<file path="config.mk">
export PLATFORM = sky130hd
export DESIGN_NAME = bcd_state_register_flat
export DESIGN_NICKNAME = d
export VERILOG_FILES = /design/src/rtl/vaman_pkg.sv /design/src/rtl/bcd_state_register_if.sv /design/src/rtl/step_sync_edge.sv /design/src/rtl/bcd_state_register.sv /design/src/flat_wrapper.sv
export SDC_FILE = /design/constraint.sdc
export NUM_CORES = 1
export LEC_CHECK = 0
export CAP_MARGIN = 20
export CORE_MARGIN = 2
export CORE_UTILIZATION = 48
export CTS_BUF_LIST = sky130_fd_sc_hd__clkbuf_2 sky130_fd_sc_hd__clkbuf_4 sky130_fd_sc_hd__clkbuf_8
export CTS_CLUSTER_SIZE = 10
export DETAILED_ROUTE_END_ITERATION = 10
export PLACE_DENSITY_LB_ADDON = 0.3
export SLEW_MARGIN = 20
export SYNTH_ARGS = -nofsm -noshare
export SYNTH_HDL_FRONTEND = slang
export SYNTH_HIERARCHICAL = 1
export SYNTH_SLANG_ARGS = --single-unit
</file>
<file path="constraint.sdc">
create_clock -name clk -period 1.5 [get_ports clk]
set_input_delay 0.15 -clock clk [delete_from_list [all_inputs] [get_ports clk]]
set_output_delay 0.15 -clock clk [all_outputs]
set_load 0.01 [all_outputs]
</file>
<file path="src/rtl/vaman_pkg.sv">
// vaman_pkg: shared BCD types, limits and seven-segment patterns for the decade counter
package vaman_pkg;
  typedef logic [3:0] bcd_t;
  localparam bcd_t BCD_MAX = 4'd9;
  localparam logic [6:0] SEG_0 = 7'h3F;
  localparam logic [6:0] SEG_1 = 7'h06;
  localparam logic [6:0] SEG_2 = 7'h5B;
  localparam logic [6:0] SEG_3 = 7'h4F;
  localparam logic [6:0] SEG_4 = 7'h66;
  localparam logic [6:0] SEG_5 = 7'h6D;
  localparam logic [6:0] SEG_6 = 7'h7D;
  localparam logic [6:0] SEG_7 = 7'h07;
  localparam logic [6:0] SEG_8 = 7'h7F;
  localparam logic [6:0] SEG_9 = 7'h6F;
  // Padded to 16 entries so any 4-bit code indexes cleanly; non-BCD codes blank the display
  localparam logic [15:0][6:0] SEG_LUT = {{6{7'h00}}, SEG_9, SEG_8, SEG_7, SEG_6, SEG_5,
                                          SEG_4, SEG_3, SEG_2, SEG_1, SEG_0};
  function automatic logic [6:0] seg_decode(bcd_t v);
    return SEG_LUT[v];
  endfunction
endpackage

</file>
<file path="src/rtl/bcd_state_register_if.sv">
// bcd_state_register_if: decoder-facing bundle of the decade counter state register
interface bcd_state_register_if;
  import vaman_pkg::*;
  bcd_t       d;
  logic       step_clk;
  logic       hold;
  bcd_t       q;
  logic [6:0] seg;
  logic       carry;
  logic       err;
  modport master (output d, step_clk, hold, input q, seg, carry, err);
  modport slave  (input d, step_clk, hold, output q, seg, carry, err);
endinterface

</file>
<file path="src/rtl/step_sync_edge.sv">
// step_sync_edge: synchronizes a slow asynchronous clock and emits a one-cycle pulse per rising edge
module step_sync_edge #(
  parameter int SYNC_STAGES = 2
) (
  input  logic clk,
  input  logic rst_n,
  input  logic async_in,
  output logic step
);
  logic [SYNC_STAGES-1:0] sync;
  logic                   hist;
  // Flops reset high so a level already high at reset release is not seen as an edge
  always_ff @(posedge clk or negedge rst_n)
    if (!rst_n) begin
      sync <= '1;
      hist <= 1'b1;
    end else begin
      sync <= {sync[SYNC_STAGES-2:0], async_in};
      hist <= sync[SYNC_STAGES-1];
    end
  assign step = sync[SYNC_STAGES-1] & ~hist;
endmodule

</file>
<file path="src/rtl/bcd_state_register.sv">
// bcd_state_register: BCD state register with step sync, hold gating, carry, error flag and segment output
module bcd_state_register
  import vaman_pkg::*;
#(
  parameter int SYNC_STAGES    = 2,
  parameter bit SEG_ACTIVE_LOW = 1'b1
) (
  input logic                 clk,
  input logic                 rst_n,
  bcd_state_register_if.slave bus
);
  localparam logic [6:0] SEG_MASK = SEG_ACTIVE_LOW ? 7'h7F : 7'h00;
  logic step, load, valid;
  step_sync_edge #(.SYNC_STAGES(SYNC_STAGES)) u_sync (
    .clk      (clk),
    .rst_n    (rst_n),
    .async_in (bus.step_clk),
    .step     (step)
  );
  assign load  = step & ~bus.hold;
  assign valid = bus.d <= BCD_MAX;
  // Invalid codes force 0 without a carry; err is sticky until reset
  always_ff @(posedge clk or negedge rst_n)
    if (!rst_n) begin
      bus.q     <= '0;
      bus.carry <= 1'b0;
      bus.err   <= 1'b0;
      bus.seg   <= SEG_0 ^ SEG_MASK;
    end else begin
      bus.q     <= load ? (valid ? bus.d : '0) : bus.q;
      bus.carry <= load & valid & (bus.q == BCD_MAX) & (bus.d == '0);
      bus.err   <= bus.err | (load & ~valid);
      bus.seg   <= seg_decode(bus.q) ^ SEG_MASK;
    end
endmodule

</file>
<file path="src/flat_wrapper.sv">
// flat-port wrapper written by rule: the top's interface ports become plain ports
module bcd_state_register_flat import vaman_pkg::*;
#(
  parameter int SYNC_STAGES    = 2,
  parameter bit SEG_ACTIVE_LOW = 1'b1
)
  (clk, rst_n, bus_d, bus_step_clk, bus_hold, bus_q, bus_seg, bus_carry, bus_err);
  bcd_state_register_if bus_i ();
  input logic clk;
  input logic rst_n;
  input wire logic [$bits(bus_i.d)-1:0] bus_d;
  input wire logic [$bits(bus_i.step_clk)-1:0] bus_step_clk;
  input wire logic [$bits(bus_i.hold)-1:0] bus_hold;
  output wire logic [$bits(bus_i.q)-1:0] bus_q;
  output wire logic [$bits(bus_i.seg)-1:0] bus_seg;
  output wire logic [$bits(bus_i.carry)-1:0] bus_carry;
  output wire logic [$bits(bus_i.err)-1:0] bus_err;
  assign bus_i.d = bus_d;
  assign bus_i.step_clk = bus_step_clk;
  assign bus_i.hold = bus_hold;
  assign bus_q = bus_i.q;
  assign bus_seg = bus_i.seg;
  assign bus_carry = bus_i.carry;
  assign bus_err = bus_i.err;
  bcd_state_register #(.SYNC_STAGES(SYNC_STAGES), .SEG_ACTIVE_LOW(SEG_ACTIVE_LOW)) u_core (.clk(clk), .rst_n(rst_n), .bus(bus_i));
endmodule
</file>
==> run_results.csv, run 1 <==
group,metric,value,unit
outcome,status,"complete, no violations",
worst_setup_path,critical_path.endpoint_type,"output port",
final_layout,fill_cells,111,
synth,ys_ff_latch,16,
sta,worst_pin_slew,0.266,ns
synth,yosysMostFrequentCell,"dfrtp_1",
synth,syn_area_per_cell,11.7,um^2
global_route,grtUsageTotal,0.158,
place,place_inst,98,
clock_network,numCtsBuffers,3,
place,portBuffers,20,
worst_setup_path,cp_num_buf_inv,1,
drt,routed_wl,1.28,mm
synth,synth_edf_count,0,
place,dp_hpwl,965,um
synth,synth_xor_area_frac,0.0119,
sta,finalCritPeriodShare,0.954,
synth,yosysWarningCount,6,
sta,slew_headroom,0.821,
place,placed_area,940,um^2
final_layout,stdcell_count,103,
worst_setup_path,setup.worst_path.start_class,"register",
global_route,grt_pass1_wl,2.09,mm
worst_setup_path,worst_ep_required_time,1.35,ns
power_and_ir_drop,leakage,0.443,nW
floorplan,die_area,1860,um^2
clock_network,cts.clk_slew.worst_paths,0.09,ns
synth,synthTopCellsByArea,"dfrtp_1 41%, dfstp_2 14%, ha_1 10%",
clock_network,htree_levels,1,
synth,synth_top_area_cell,"dfrtp_1",
floorplan,die_w,43.1,um
drt,routedWlPerCell,12.5,um
power_and_ir_drop,p_switching,0.309,mW
floorplan,row_count,14,
clock_network,clock_sinks,16,
power_and_ir_drop,power,1.14,mW
worst_setup_path,path_delay_family,"buffers and inverters",
final_layout,antenna_cells,0,
clock_network,clock_tree.root_cell,"clkbuf_4",
global_route,antenna_found_initial,0,
clock_network,cts_tree,"done",
sta,setup_violations,0,
worst_setup_path,slowest_stage,"clkdlybuf4s50_1",
place,place_ws,0.154,ns
final_layout,final_util,0.673,
synth,synth_flop_cell,"dfrtp_1",
worst_setup_path,crit_fanout,7,
drt,drc,0,
run,maxCapViolCount,0,
sta,worst_slack,0.0688,ns
power_and_ir_drop,p_clk_frac,0.241,
worst_setup_path,slowest_delay,0.56,ns
floorplan,coreArea,1470,um^2
power_and_ir_drop,power_frac_seq,0.475,
synth,synth_fa_ha_area_frac,0.102,
synth,synth_compound_area_frac,0.129,
sta,holdWs,0.186,ns
floorplan,top_level_ports,21,
drt,num_vias,521,
power_and_ir_drop,p_int,0.836,mW
synth,synth_top_family_by_area,"simple AND/OR/NAND/NOR gates",
synth,synth.top_cell.area_share,0.409,
final_layout,drive_above_1_share,0.218,
drt,drt_iter0_drc,11,
global_route,grt_pass1_vias,478,
synth,yosysSeqAreaShare,0.552,
global_route,grt-ovfl-total,0,
final_layout,final_area,991,um^2
power_and_ir_drop,power_density,1150,nW/um^2
synth,synthesis.instances,63,
synth,yosysUniqueCellTypes,23,
clock_network,clk_latency,0.28,ns
drt,first_pass_iters,4,
sta,max_freq,699,MHz
power_and_ir_drop,swShare,0.270,
sta,hold_viol_final,0,
clock_network,clock_path_buffers,2,
worst_setup_path,path_cells,"clkdlybuf4s50_1",
sta,fin_tns_setup,0,ns
final_layout,fin_nets,102,
worst_setup_path,crit_type,"register to output port",
final_layout,area_delta_synth_final,34.9,%
synth,synthArstFlopShare,1.00,
power_and_ir_drop,comb_power_share,0.284,
power_and_ir_drop,irDropWorstVdd,654,uV
synth,synth.area.mux_share,0,
floorplan,die_y,43.1,um
sta,drv_slew,0,
sta,fin_crit,1.43,ns
synth,syn_area,734,um^2
sta,clock_skew,0.00491,ns
synth,synthSimpleGateAreaFrac,0.148,
drt,viasPerCell,5.06,
place,place_congestion,0.815,
synth,synthTopCellsByCount,"12 x dfrtp_1, 7 x o21ai_0, 6 x ha_1",
synth,synth_fp_nets,77,
global_route,grt_max_degree,17,
floorplan,start_util,0.499,
drt,postRouteAntennaNets,0,
worst_hold_path,hold_path_class,"input pin to asynchronous set/reset pin",
sta,rsz0062_at_grt,"no",
worst_setup_path,cp.arrival,1.28,ns
[flip-flops by register name, summed over array words and instances, names as in the netlist]
name	flops
u_core/bus.err	1
u_core/bus.seg	7
u_core/u_sync/hist	1
u_core/bus.carry	1
u_core/bus.q	4
u_core/u_sync/sync	2
[routing by layer]
layer	global-route usage	part of all wire	vias up	wire, um
met5	0	0	-	0
met4	0.0909	0.0078	0	10
met3	0.0511	0.048	2	61
met2	0.257	0.50	16	644
met1	0.181	0.44	241	567
li1	-	-	262	-
[logic make-up after synthesis]
logic type / after synthesis
AND/OR/NAND/NOR: 17
AO/OA/AOI/OAI: 16
flip-flops: 16
buffers and inverters: 7
adder cells (fa/ha/maj): 6
XOR/XNOR: 1
[final timing paths]
check	startpoint	endpoint	slack [ns]	depth (start not counted)
hold / removal	rst_n	u_core/bus.seg[4]$_DFF_PN0_	0.19	2
hold reg to reg	u_core/u_sync/sync[0]$_DFF_PN1_	u_core/u_sync/sync[1]$_DFF_PN1_	0.36	0
min in group clk	bus_step_clk	u_core/u_sync/sync[0]$_DFF_PN1_	0.28	1
max in group asynchronous	rst_n	u_core/u_sync/sync[1]$_DFF_PN1_	1.07	2
setup reg to reg	u_core/bus.q[1]$_DFFE_PN0N_	u_core/bus.seg[0]$_DFF_PN0_	0.22	5
setup / recovery	u_core/bus.q[2]$_DFFE_PN0N_	bus_q[2]	0.07	1
[power by group through the flow]
stage	combinational [mW]	clock [mW]	sequential (mW)
finish	0.325	0.276	0.544
floorplan	0.117	0	0.581
global placement	0.314	0	0.552
detailed placement	0.320	0	0.557
CTS	0.322	0.287	0.550
global route	0.354	0.308	0.554
[final cells by class]
cell class / count / area [um^2] / share of cell area
inverters: 5 / 18.8 / 0.0189
multi-input cells: 40 / 288 / 0.290
well taps: 16 / 20.0 / 0.0202
flip-flops and latches: 16 / 410 / 0.414
repair buffers: 22 / 218 / 0.220
clock buffers: 4 / 36.3 / 0.0366
[layout by cell type, fill, tap and decap left out, types with 2 or more instances in the layout]
cell type | synthesis | final
clkdlybuf4s50_1 | 0 | 19
dfrtp_1 | 12 | 8
o21ai_0 | 7 | 7
ha_1 | 6 | 6
inv_1 | 4 | 4
nand2b_1 | 4 | 4
nand2_1 | 4 | 4
dfrtp_2 | 0 | 4
dfstp_2 | 4 | 4
clkbuf_4 | 0 | 3
nor2_1 | 3 | 3
a21oi_1 | 3 | 3
a31oi_1 | 2 | 2
buf_4 | 0 | 2
[timing repair]
action	in CTS	in global routing
gates resized for setup	2	3
cloned	0	0
setup endpoints to repair	2	4
setup buffers	0	1
hold buffers	0	0
pin swaps	0	0
Note: power is estimated with default switching activity, not from simulation.
==> run 2: changes to the inputs <==
- CORE_UTILIZATION: 48 -> 45
- CTS_BUF_LIST: sky130_fd_sc_hd__clkbuf_2 sky130_fd_sc_hd__clkbuf_4 sky130_fd_sc_hd__clkbuf_8 -> not set
- TNS_END_PERCENT: not set -> 20
==> run 2 against run 1 <==
Effect of this change: design area decreased by 0.13%; largest cell class unchanged; combinational power barely moved; largest power group unchanged; cell count unchanged; routed wire length is 0.70% lower; critical path depth stayed put; critical endpoint is now bus_q[1]; highest routed layer unchanged; clock power about the same; sequential cell count unchanged; sequential power hardly changed; first-iteration DRC count decreased by 64%.
==> run_results.csv, run 2 (same netlist as run 1, synthesis figures left out) <==
group,metric,value,unit
sta,slew_headroom,0.838,
worst_setup_path,slowest_stage,"clkdlybuf4s50_1",
drt,routed_wl,1.28,mm
global_route,grt-ovfl-total,0,
clock_network,cts_tree,"done",
clock_network,clock_path_buffers,2,
worst_setup_path,crit_fanout,7,
worst_setup_path,slowest_delay,0.56,ns
clock_network,htree_levels,1,
sta,finalCritPeriodShare,0.956,
worst_setup_path,crit_type,"register to output port",
power_and_ir_drop,irDropWorstVdd,740,uV
sta,worst_pin_slew,0.241,ns
drt,viasPerCell,5.20,
drt,num_vias,536,
power_and_ir_drop,power,1.15,mW
outcome,status,"complete, no violations",
worst_setup_path,setup.worst_path.start_class,"register",
final_layout,top_register,"u_core/bus.seg",
place,portBuffers,20,
final_layout,area_delta_synth_final,34.8,%
drt,drt_iter0_drc,4,
sta,setup_violations,0,
final_layout,layout_commonest_cell,"clkdlybuf4s50_1",
final_layout,drive_above_1_share,0.207,
sta,hold_viol_final,0,
drt,dr.max_layer_used,"met4",
power_and_ir_drop,leakage,0.444,nW
global_route,grt_pass1_vias,544,
worst_setup_path,cp.arrival,1.28,ns
power_and_ir_drop,power_density,1160,nW/um^2
worst_setup_path,path_cells,"clkdlybuf4s50_1",
clock_network,numCtsBuffers,3,
floorplan,die_area,1970,um^2
floorplan,top_level_ports,21,
worst_setup_path,worst_ep_required_time,1.35,ns
clock_network,clock_sinks,16,
worst_setup_path,path_delay_family,"buffers and inverters",
final_layout,fin_nets,102,
final_layout,largest_reg_flops,7,
floorplan,start_util,0.482,
sta,clock_skew,0.0117,ns
final_layout,final_util,0.649,
final_layout,mostFrequentLayoutCells,"19 x clkdlybuf4s50_1, 9 x dfrtp_1, 7 x o21ai_0",
final_layout,top_regs,"u_core/bus.seg (7), u_core/bus.q (4), u_core/u_sync/sync (2)",
run,maxCapViolCount,0,
global_route,grt_pass1_wl,2.19,mm
clock_network,clk_latency,0.29,ns
floorplan,die_y,44.4,um
worst_hold_path,hold_path_class,"input pin to asynchronous set/reset pin",
sta,drv_slew,0,
worst_setup_path,cp_num_buf_inv,1,
drt,wl_met3,82,um
sta,holdWs,0.163,ns
global_route,grtUsageTotal,0.159,
clock_network,cts.clk_slew.worst_paths,0.10,ns
drt,wl_met2,659,um
floorplan,row_count,14,
sta,worst_slack,0.0663,ns
global_route,grt_max_degree,17,
sta,fin_crit,1.43,ns
final_layout,antenna_cells,0,
sta,fin_tns_setup,0,ns
sta,max_freq,698,MHz
clock_network,clock_tree.root_cell,"clkbuf_4",
clock_network,cts_setup_buffers,0,
floorplan,die_w,44.4,um
floorplan,coreArea,1520,um^2
global_route,antenna_found_initial,0,
place,place_ws,0.160,ns
place,place_congestion,0.808,
drt,first_pass_iters,4,
drt,routedWlPerCell,12.4,um
sta,rsz0062_at_grt,"no",
drt,drc,0,
place,dp_hpwl,997,um
drt,wl_met1,515,um
worst_setup_path,critical_path.endpoint_type,"output port",
drt,postRouteAntennaNets,0,
[run 2: cell types whose count changed in the layout (fill, tap and decap cells not counted)]
cell and delta:
dfrtp_1 +1, dfrtp_2 -1
[run 2: area by class of cell]
class / instances / area, um^2
Timing Repair Buffer: 22 / 218
Inverter: 5 / 18.8
Multi-Input combinational cell: 40 / 288
Tap cell: 16 / 20.0
Fill cell: 120 / 534
Clock buffer: 4 / 36.3
Sequential cell: 16 / 409
[run 2: metrics by stage]
stage               cell area, um^2  cells
detailed placement              947     99
floorplan                       734     63
finish                          990    103
global placement                947     99
CTS                             985    103
global route                    990    103
[run 2: where the power goes]
part	internal, mW	switching (mW)	leakage, nW
Clock	0.148	0.130	0.0210
Sequential	0.507	0.0378	0.189
Combinational	0.180	0.144	0.234
Total	0.835	0.312	0.444
[run 2: timing repair]
item,4_1_cts,5_1_grt
endpoints found under the setup margin,1,3
hold buffers,0,0
gates resized for setup,1,3
[run 2: path summary, 6_finish.rpt]
| check | start | to | slack [ns] | cells after the start |
|---|---|---|---|---|
| hold / removal | rst_n | u_core/bus.seg[3]$_DFF_PN0_ | 0.16 | 2 |
| hold reg to reg | u_core/u_sync/sync[0]$_DFF_PN1_ | u_core/u_sync/sync[1]$_DFF_PN1_ | 0.36 | 0 |
| setup / recovery | u_core/bus.q[1]$_DFFE_PN0N_ | bus_q[1] | 0.07 | 1 |
| max in group asynchronous | rst_n | u_core/u_sync/hist$_DFF_PN1_ | 1.08 | 2 |
| setup reg to reg | u_core/bus.q[1]$_DFFE_PN0N_ | u_core/bus.seg[0]$_DFF_PN0_ | 0.22 | 5 |
| min in group clk | bus_step_clk | u_core/u_sync/sync[0]$_DFF_PN1_ | 0.28 | 1 |
[run 2: routing by layer]
layer  vias to the layer above  GRT usage
met5                         -          0
met4                         0     0.0909
met3                         4     0.0408
met2                        27      0.282
met1                       247      0.169
li1                        258          -
==> run 3: changes to the inputs <==
- CORE_UTILIZATION: 45 -> 48
- CTS_BUF_LIST: not set -> sky130_fd_sc_hd__clkbuf_4
- GPL_TIMING_DRIVEN: not set -> 0
==> run 3 against run 2 <==
Effect of this change: sequential power is essentially flat; critical path type unchanged; hold slack gained 0.10 ns; clock-buffer cell count is the same; clock skew grew 0.00080 ns; combinational power is essentially flat; design area grew 0.13%; critical path depth is the same; largest cell class unchanged; core utilization grew 2.4 points; register-to-register slack lost 0.08 ns; clock power shrank 11%; first-iteration DRC count grew 130%; sequential cell count is the same.
==> run_results.csv, run 3 (same netlist as run 1, synthesis figures left out) <==
group,metric,value,unit
drt,postRouteAntennaNets,0,
clock_network,htree_levels,1,
place,place_congestion,0.758,
drt,num_vias,529,
floorplan,die_area,1860,um^2
sta,max_freq,686,MHz
clock_network,clock_path_buffers,2,
power_and_ir_drop,irDropWorstVdd,807,uV
final_layout,final_util,0.673,
drt,drt_iter0_drc,9,
final_layout,area_delta_synth_final,34.9,%
floorplan,row_count,14,
drt,routedWlPerCell,12.2,um
place,placed_area,955,um^2
sta,finalCritPeriodShare,0.972,
drt,drc,0,
drt,viasPerCell,5.14,
worst_setup_path,setup.worst_path.start_class,"register",
power_and_ir_drop,power_density,1130,nW/um^2
worst_setup_path,worst_ep_required_time,1.35,ns
clock_network,clock_sinks,16,
place,portBuffers,20,
sta,setup_violations,0,
worst_setup_path,critical_path.endpoint_type,"output port",
clock_network,clk_latency,0.28,ns
worst_setup_path,cp_num_buf_inv,1,
clock_network,cts_tree,"done",
worst_setup_path,crit_fanout,7,
floorplan,top_level_ports,21,
final_layout,antenna_cells,0,
global_route,grt_max_degree,17,
global_route,grt-ovfl-total,0,
sta,fin_crit,1.46,ns
final_layout,mostFrequentLayoutCells,"19 x clkdlybuf4s50_1, 9 x dfrtp_1, 7 x o21ai_0",
final_layout,final_area,991,um^2
place,dp_hpwl,941,um
worst_setup_path,path_cells,"clkdlybuf4s50_1",
worst_hold_path,hold_path_class,"input pin to register",
worst_setup_path,slowest_delay,0.57,ns
sta,hold_viol_final,0,
final_layout,layout_commonest_cell,"clkdlybuf4s50_1",
final_layout,drive_above_1_share,0.207,
sta,drv_slew,0,
worst_setup_path,crit_type,"register to output port",
worst_setup_path,cp.arrival,1.31,ns
power_and_ir_drop,leakage,0.444,nW
clock_network,numCtsBuffers,3,
final_layout,top_regs,"u_core/bus.seg (7), u_core/bus.q (4), u_core/u_sync/sync (2)",
global_route,grtUsageTotal,0.168,
global_route,grt_pass1_vias,539,
worst_setup_path,slowest_stage,"clkdlybuf4s50_1",
clock_network,cts.clk_slew.worst_paths,0.10,ns
clock_network,cts_setup_buffers,0,
sta,clock_skew,0.0125,ns
run,maxCapViolCount,0,
final_layout,fin_nets,102,
floorplan,coreArea,1470,um^2
drt,first_pass_iters,5,
clock_network,clock_tree.root_cell,"clkbuf_4",
sta,rsz0062_at_grt,"no",
worst_setup_path,path_delay_family,"buffers and inverters",
sta,worst_pin_slew,0.706,ns
sta,fin_tns_setup,0,ns
floorplan,die_w,43.1,um
floorplan,die_y,43.1,um
final_layout,largest_reg_flops,7,
sta,slew_headroom,0.528,
final_layout,top_register,"u_core/bus.seg",
floorplan,start_util,0.499,
drt,routed_wl,1.26,mm
outcome,status,"complete, no violations",
global_route,grt_pass1_wl,2.28,mm
global_route,antenna_found_initial,0,
## run 3: routing by layer
metal,track usage,part of all wire,vias to the layer above
met5,0,0,-
met2,0.281,0.49,24
met1,0.196,0.44,247
li1,-,-,258
met3,0.0766,0.065,0
met4,0.0364,0,0
## run 3: layout make-up
cell class                      count  area, um^2
Sequential cell                    16         409
Clock buffer                        4        30.0
Multi-Input combinational cell     40         288
Buffer                              2        22.5
Tap cell                           16        20.0
Timing Repair Buffer               20         203
Fill cell                         132         480
Inverter                            5        18.8
## run 3: metrics by stage
step | instances | hold WS (ns) | setup slack [ns] | total power [mW]
2_1_floorplan | 63 | -0.146 | 0.187 | 0.698
3_3_place_gp | 99 | 0.346 | 0.132 | 0.868
3_5_place_dp | 99 | 0.354 | 0.0631 | 0.880
4_1_cts | 103 | 0.257 | 0.000998 | 1.13
5_1_grt | 103 | 0.252 | 0.00475 | 1.19
6_report | 103 | 0.266 | 0.0423 | 1.12
## run 3: report_power, final
part	leakage, nW	internal [mW]	switching, mW	total (mW)
Sequential	0.189	0.507	0.0373	0.544
Clock	0.0184	0.121	0.126	0.247
Combinational	0.236	0.182	0.143	0.324
## run 3: final timing paths
path                            cells past startpoint                         endpoint                             from  slack, ns
min in group asynchronous                           1      u_core/bus.q[0]$_DFFE_PN0N_                            rst_n       0.28
worst min-delay path                                1  u_core/u_sync/sync[0]$_DFF_PN1_                     bus_step_clk       0.27
max in group asynchronous                           1      u_core/bus.q[1]$_DFFE_PN0N_                            rst_n       0.73
worst max-delay path                                1                         bus_q[1]      u_core/bus.q[1]$_DFFE_PN0N_       0.04
worst min register to register                      0     u_core/u_sync/hist$_DFF_PN1_  u_core/u_sync/sync[1]$_DFF_PN1_       0.37
worst max register to register                      5      u_core/bus.seg[3]$_DFF_PN0_      u_core/bus.q[1]$_DFFE_PN0N_       0.14
## run 3: what timing repair did
item,CTS,global route
hold buffers,0,0
cloned,0,0
endpoints found under the setup margin,1,3
resized for setup,1,3
## run 3: worst reg2reg max path, cell delays in order (launching register included)
cell and delay, ns:
dfrtp_2 0.45, inv_1 0.15, ha_1 0.20, or2_1 0.22, a21oi_2 0.15, a31oi_1 0.06
==> RTL change 1, RTL diff (config.mk and constraints of run 1) <==
`SEG_ACTIVE_LOW` is set to 1'b1 in 2 places; all go to 1'b0.
--- a/src/rtl/bcd_state_register.sv
+++ b/src/rtl/bcd_state_register.sv
@@ -3,7 +3,7 @@
   import vaman_pkg::*;
 #(
   parameter int SYNC_STAGES    = 2,
-  parameter bit SEG_ACTIVE_LOW = 1'b1
+  parameter bit SEG_ACTIVE_LOW = 1'b0
 ) (
   input logic                 clk,
   input logic                 rst_n,
--- a/src/flat_wrapper.sv
+++ b/src/flat_wrapper.sv
@@ -2,7 +2,7 @@
 module bcd_state_register_flat import vaman_pkg::*;
 #(
   parameter int SYNC_STAGES    = 2,
-  parameter bit SEG_ACTIVE_LOW = 1'b1
+  parameter bit SEG_ACTIVE_LOW = 1'b0
 )
   (clk, rst_n, bus_d, bus_step_clk, bus_hold, bus_q, bus_seg, bus_carry, bus_err);
   bcd_state_register_if bus_i ();
Formal check against the unedited RTL: not equivalent (a bounded check fails within 4 cycles, from zero or initial values and one cycle with rst_n low).
==> RTL change 1 against run 1 <==
  * Sequential cell count is the same
  * Setup slack worse by 0.0083 ns
  * Area after synthesis increased by 8.2%
  * Design area up 7.7%
  * Register-to-register slack improved by 0.02 ns
  * Wire length is 3.7% lower
  * Power up 4.5%
==> RTL change 1: results (changes against run 1) <==
- Int Power: 874 uW (+4.6%)
- GRT Resource Usage Total: 14.6% (-1.2 points)
- Largest delay share family, worst path: buffers and inverters
- List of most frequent post-synthesis cells: 9 x dfstp_2, 7 x dfrtp_1, 6 x ha_1
- Vias: 506 (-2.9%)
- IO buf count: 20 (unchanged)
- Worst Clk Skew: 0.00351 ns (-0.00140 ns)
- Starting DRT DRC Count: 5 (-6)
- Drt pass-1 iters: 4 (unchanged)
- First-pass GRT wire length: 2.07 mm (-0.96%)
- Mapped Nets: 76 (-1.3%)
- Largest cells by area after synthesis: dfstp_2 30%, dfrtp_1 22%, ha_1 9.4%
- WL per Instance: 11.9 um (-4.6%)
- Layout Cells excl Fill: 104 (+0.97%)
- Post-DP Area: 0.00100 mm2 (+6.8%)
- Share of cells above drive strength 1: 34.1% (+12 points)
- Final HPWL DP: 900 um (-6.7%)
- Post-Place Cells: 98 (unchanged)
- Avg Synthesized Cell Area: 12.8 um2 (+9.9%)
- Worst rel slew slack: 81.1% (-0.95 points)
- Top FF cell, synth: dfstp_2
- Critical-path maximum fanout: 5 (-2)
- Synth warn: 6 (unchanged)
- TritonCTS buffer count: 3 (unchanged)
- Status: completed
- Maximum vdd ir drop: 0.000568 V (-13%)
- Initial antenna violation count: 0 (unchanged)
- CTS Root Buffer Type: clkbuf_4
- CP max stage cell: clkdlybuf4s50_1
- Pre-CTS setup slack: 0.212 ns (+0.0588 ns)
- GPL Wtd Cong: 0.764 (-6.3%)
- Sequential area share after synthesis: 51.8% (-3.4 points)
- Worst skew pair latency: 0.28 ns (about the same)
- Leak: 0.000487 uW (+10%)
- CTS Buffer Depth: 2 (unchanged)
- Vias in the first global route: 459 (-4.0%)
- Reg2reg path depth: 6 (+1)
==> RTL change 1: cell type report <==
cell class              count  area [um2]
multi-input cells          38         330
inverters                   5        18.8
clock buffers               4        36.3
repair buffers             25         249
well taps                  16        20.0
flip-flops and latches     16         413
fillers                   108         457
==> RTL change 1: worst paths after layout <==
path                                        from                     to  slack, ns
max in group asynchronous                  rst_n     u_core/u_sync/hist       1.08
max                              u_core/bus.q[0]               bus_q[0]       0.06
min in group clk                    bus_step_clk  u_core/u_sync/sync[0]       0.27
min reg2reg                u_core/u_sync/sync[0]  u_core/u_sync/sync[1]       0.37
max reg2reg                      u_core/bus.q[1]      u_core/bus.seg[3]       0.24
min                                        rst_n        u_core/bus.q[0]       0.17
==> RTL change 1: power groups by stage <==
| stage | clock network, uW | registers, uW | logic (uW) |
|---|---|---|---|
| after detailed placement | 0 | 567 | 366 |
| after floorplan | 0 | 602 | 157 |
| final | 278 | 555 | 363 |
| after CTS | 289 | 561 | 361 |
| after global placement | 0 | 564 | 361 |
| after global routing | 313 | 562 | 395 |
==> RTL change 1: per-layer routing <==
metal / vias up / track usage (%) / routed length [um]
met5: - / 0 / 0
met4: 0 / 7.27 / 0
met3: 0 / 4.08 / 80
met2: 15 / 21.4 / 597
met1: 232 / 19.7 / 560
li1: 259 / - / -
==> RTL change 1: cells by family after synthesis <==
family,Yosys count,share of synthesized area [%]
AO/OA/AOI/OAI,15,13.7
AND/OR/NAND/NOR,15,16.1
buffers and inverters,8,6.61
flip-flops,16,51.8
adder cells (fa/ha/maj),6,9.45
multiplexers,1,1.26
XOR/XNOR,1,1.10
==> RTL change 1: what timing repair did <==
item / CTS / global route
resized for setup: 2 / 5
setup endpoints to repair: 2 / 6
setup buffers: 0 / 2
==> RTL change 2, RTL diff (settings of run 1) <==
Without the edit above. Make the reset (`rst_n`) synchronous in 2 clocked blocks. Comments in the files are not updated.
--- a/src/rtl/step_sync_edge.sv
+++ b/src/rtl/step_sync_edge.sv
@@ -10,7 +10,7 @@
   logic [SYNC_STAGES-1:0] sync;
   logic                   hist;
   // Flops reset high so a level already high at reset release is not seen as an edge
-  always_ff @(posedge clk or negedge rst_n)
+  always_ff @(posedge clk)
     if (!rst_n) begin
       sync <= '1;
       hist <= 1'b1;
--- a/src/rtl/bcd_state_register.sv
+++ b/src/rtl/bcd_state_register.sv
@@ -20,7 +20,7 @@
   assign load  = step & ~bus.hold;
   assign valid = bus.d <= BCD_MAX;
   // Invalid codes force 0 without a carry; err is sticky until reset
-  always_ff @(posedge clk or negedge rst_n)
+  always_ff @(posedge clk)
     if (!rst_n) begin
       bus.q     <= '0;
       bus.carry <= 1'b0;
Function: differs if rst_n is asserted again (counterexample within 10 cycles, from zero or initial values and one cycle with rst_n low); with rst_n held inactive, the same outputs for 10 cycles.
==> RTL change 2 against run 1 <==
  * The run now ends with negative setup slack left
  * Critical path depth rose by 8
  * Design area rose by 51%
  * First-iteration DRC count rose to 3.3 times the old value
  * Power decreased by 11%
  * Wire length rose by 87%
  * Sequential cell count is 7 higher
  * Setup slack got worse by 0.41 ns
  * Area after synthesis increased by 39%
  * Clock skew rose by 0.0036 ns
  * Largest power group unchanged
==> RTL change 2: results (changes against run 1) <==
- Async set-reset flop share out of synthesis: 0% (-100 points)
- Pin count of the biggest net entering global routing: 14 (-3)
- Synth Area in Compound Gates: 14.1% (+1.1 points)
- XOR/XNOR Fraction of Synth Area: 0% (-1.2 points)
- Pre-CTS setup slack: -0.467 ns (-0.621 ns)
- HP Class: reg -> reg
- Worst rel slew slack: 73.8% (-8.3 points)
- Nets: 158 (+55%)
- GRT Resource Usage Total: 19.5% (+3.6 points)
- Global routing usage on met2: 36.4% (+11 points)
- Final worst setup slack: -0.340 ns (-0.408 ns)
- Clock slew at reported path FFs: 0.13 ns (+0.04 ns)
- CTS Root Buffer Type: clkbuf_4
- Share of cells above drive strength 1: 37.1% (+15 points)
- Vias: 896 (+72%)
- List of most frequent post-synthesis cells: 23 x dfxtp_1, 10 x nor2b_1, 6 x ha_1
- PostCTS Resize Cnt: 8 (+6)
- Grt met3 use: 2.73% (-2.4 points)
- Vias in the first global route: 861 (+80%)
- Violated checks: negative setup slack
- Avg Synthesized Cell Area: 10.3 um2 (-12%)
- Maximum vdd ir drop: 0.000564 V (-14%)
- WL final: 2.40 mm (+87%)
- Starting DRT DRC Count: 36 (+25)
- Adder-cell share of the synthesized area: 7.35% (-2.9 points)
- Largest cells by area after synthesis: dfxtp_1 45%, ha_1 7.4%, nor2b_1 6.1%
- Final Setup Violations: 7 (+7)
- Critical-path maximum fanout: 5 (-2)
- IO buf count: 20 (unchanged)
- Worst Clk Skew: 0.00847 ns (+0.00356 ns)
- H-tree levels: 1 (unchanged)
- GPL Wtd Cong: 0.833 (+2.1%)
- Final Hold Fails: 0 (unchanged)
- WL per Instance: 14.1 um (+13%)
- WP data arrival: 2.04 ns (+0.76 ns)
- Antenna diodes: 0 (unchanged)
- Status: finished with violations
- Leak: 0.000606 uW (+37%)
- Synth warn: 6 (unchanged)
- Top FF cell, synth: dfxtp_1
- CTS Buffer Depth: 2 (unchanged)
- GR Util met1: 22.0% (+3.9 points)
- Sequential area share after synthesis: 45.1% (-10 points)
- Worst skew pair latency: 0.32 ns (+0.04 ns)
- Drt pass-1 iters: 4 (unchanged)
- Clk pwr: 286 uW (+4%)
- Seq pwr share: 61.3% (+14 points)
- Post-DP Area: 0.00140 mm2 (+49%)
- Final HPWL DP: 1.66 mm (+72%)
- Setup bufs post-CTS: 4 (+4)
- Number of distinct library cells after synthesis: 38 (+65%)
- TritonCTS buffer count: 3 (unchanged)
- Initial antenna violation count: 0 (unchanged)
- Int Power: 781 uW (-6.5%)
- First-pass GRT wire length: 3.69 mm (+77%)
- Fillers: 124 (+12%)
- Mux contribution to synthesized area: 5.64% (+5.6 points)
- Mapped Nets: 113 (+47%)
[RTL change 2: cell count changes after synthesis, sizes merged, moves of 2 or more]
cell           run 1  this run
and2               0         2
nand4              0         2
dfxtp              0        23
nand3              0         2
a21oi              4         2
a221oi             0         3
mux2i              0         3
dfstp              4         0
clkbuf             0         2
nor2b              1        11
dfrtp             12         0
nor3               2         0
[RTL change 2: routing by layer]
layer  part of all wire (%)  vias up
met1                     43      427
met5                      0        -
met2                     52       28
met3                    3.8        6
met4                    1.2        0
li1                       -      435
[RTL change 2: area by class of cell]
type                    instances  area, um2  share of cell area, %
flip-flops and latches         23        464                   31.0
multi-input cells              68        582                   38.8
well taps                      27       33.8                   2.25
clock inverters                 1       5.00                  0.334
clock buffers                   3       22.5                   1.50
repair buffers                 42        369                   24.6
inverters                       6       22.5                   1.50
[RTL change 2: worst max-delay path, cell delays in order, from the launching register on]
cell      delay [ns]
dfxtp_2         0.35
nor2b_4         0.20
and4bb_2        0.25
a21oi_2         0.05
nor2b_4         0.16
inv_2           0.07
ha_2            0.33
inv_2           0.04
a31oi_1         0.18
o21ai_1         0.09
[RTL change 2: path summary, 6_finish.rpt]
kind         cells after the start                   from  slack [ns]                 to
min                              1               register        0.39  u_core/bus.seg[0]
min reg2reg                      1               register        0.39  u_core/bus.seg[0]
max                              9  u_core/u_sync/sync[1]       -0.34           register
max reg2reg                      9  u_core/u_sync/sync[1]       -0.34           register
[RTL change 2: through the flow]
| stage | utilization, % | TNS [ns] | power, uW |
|---|---|---|---|
| CTS | 74.3 | -1.17 | 1030 |
| detailed placement | 70.5 | -2.62 | 737 |
| floorplan | - | -0.397 | 676 |
| finish | 75.6 | -1.65 | 1020 |
| global placement | 70.5 | -2.21 | 733 |
| global route | 75.6 | -2.12 | 1060 |
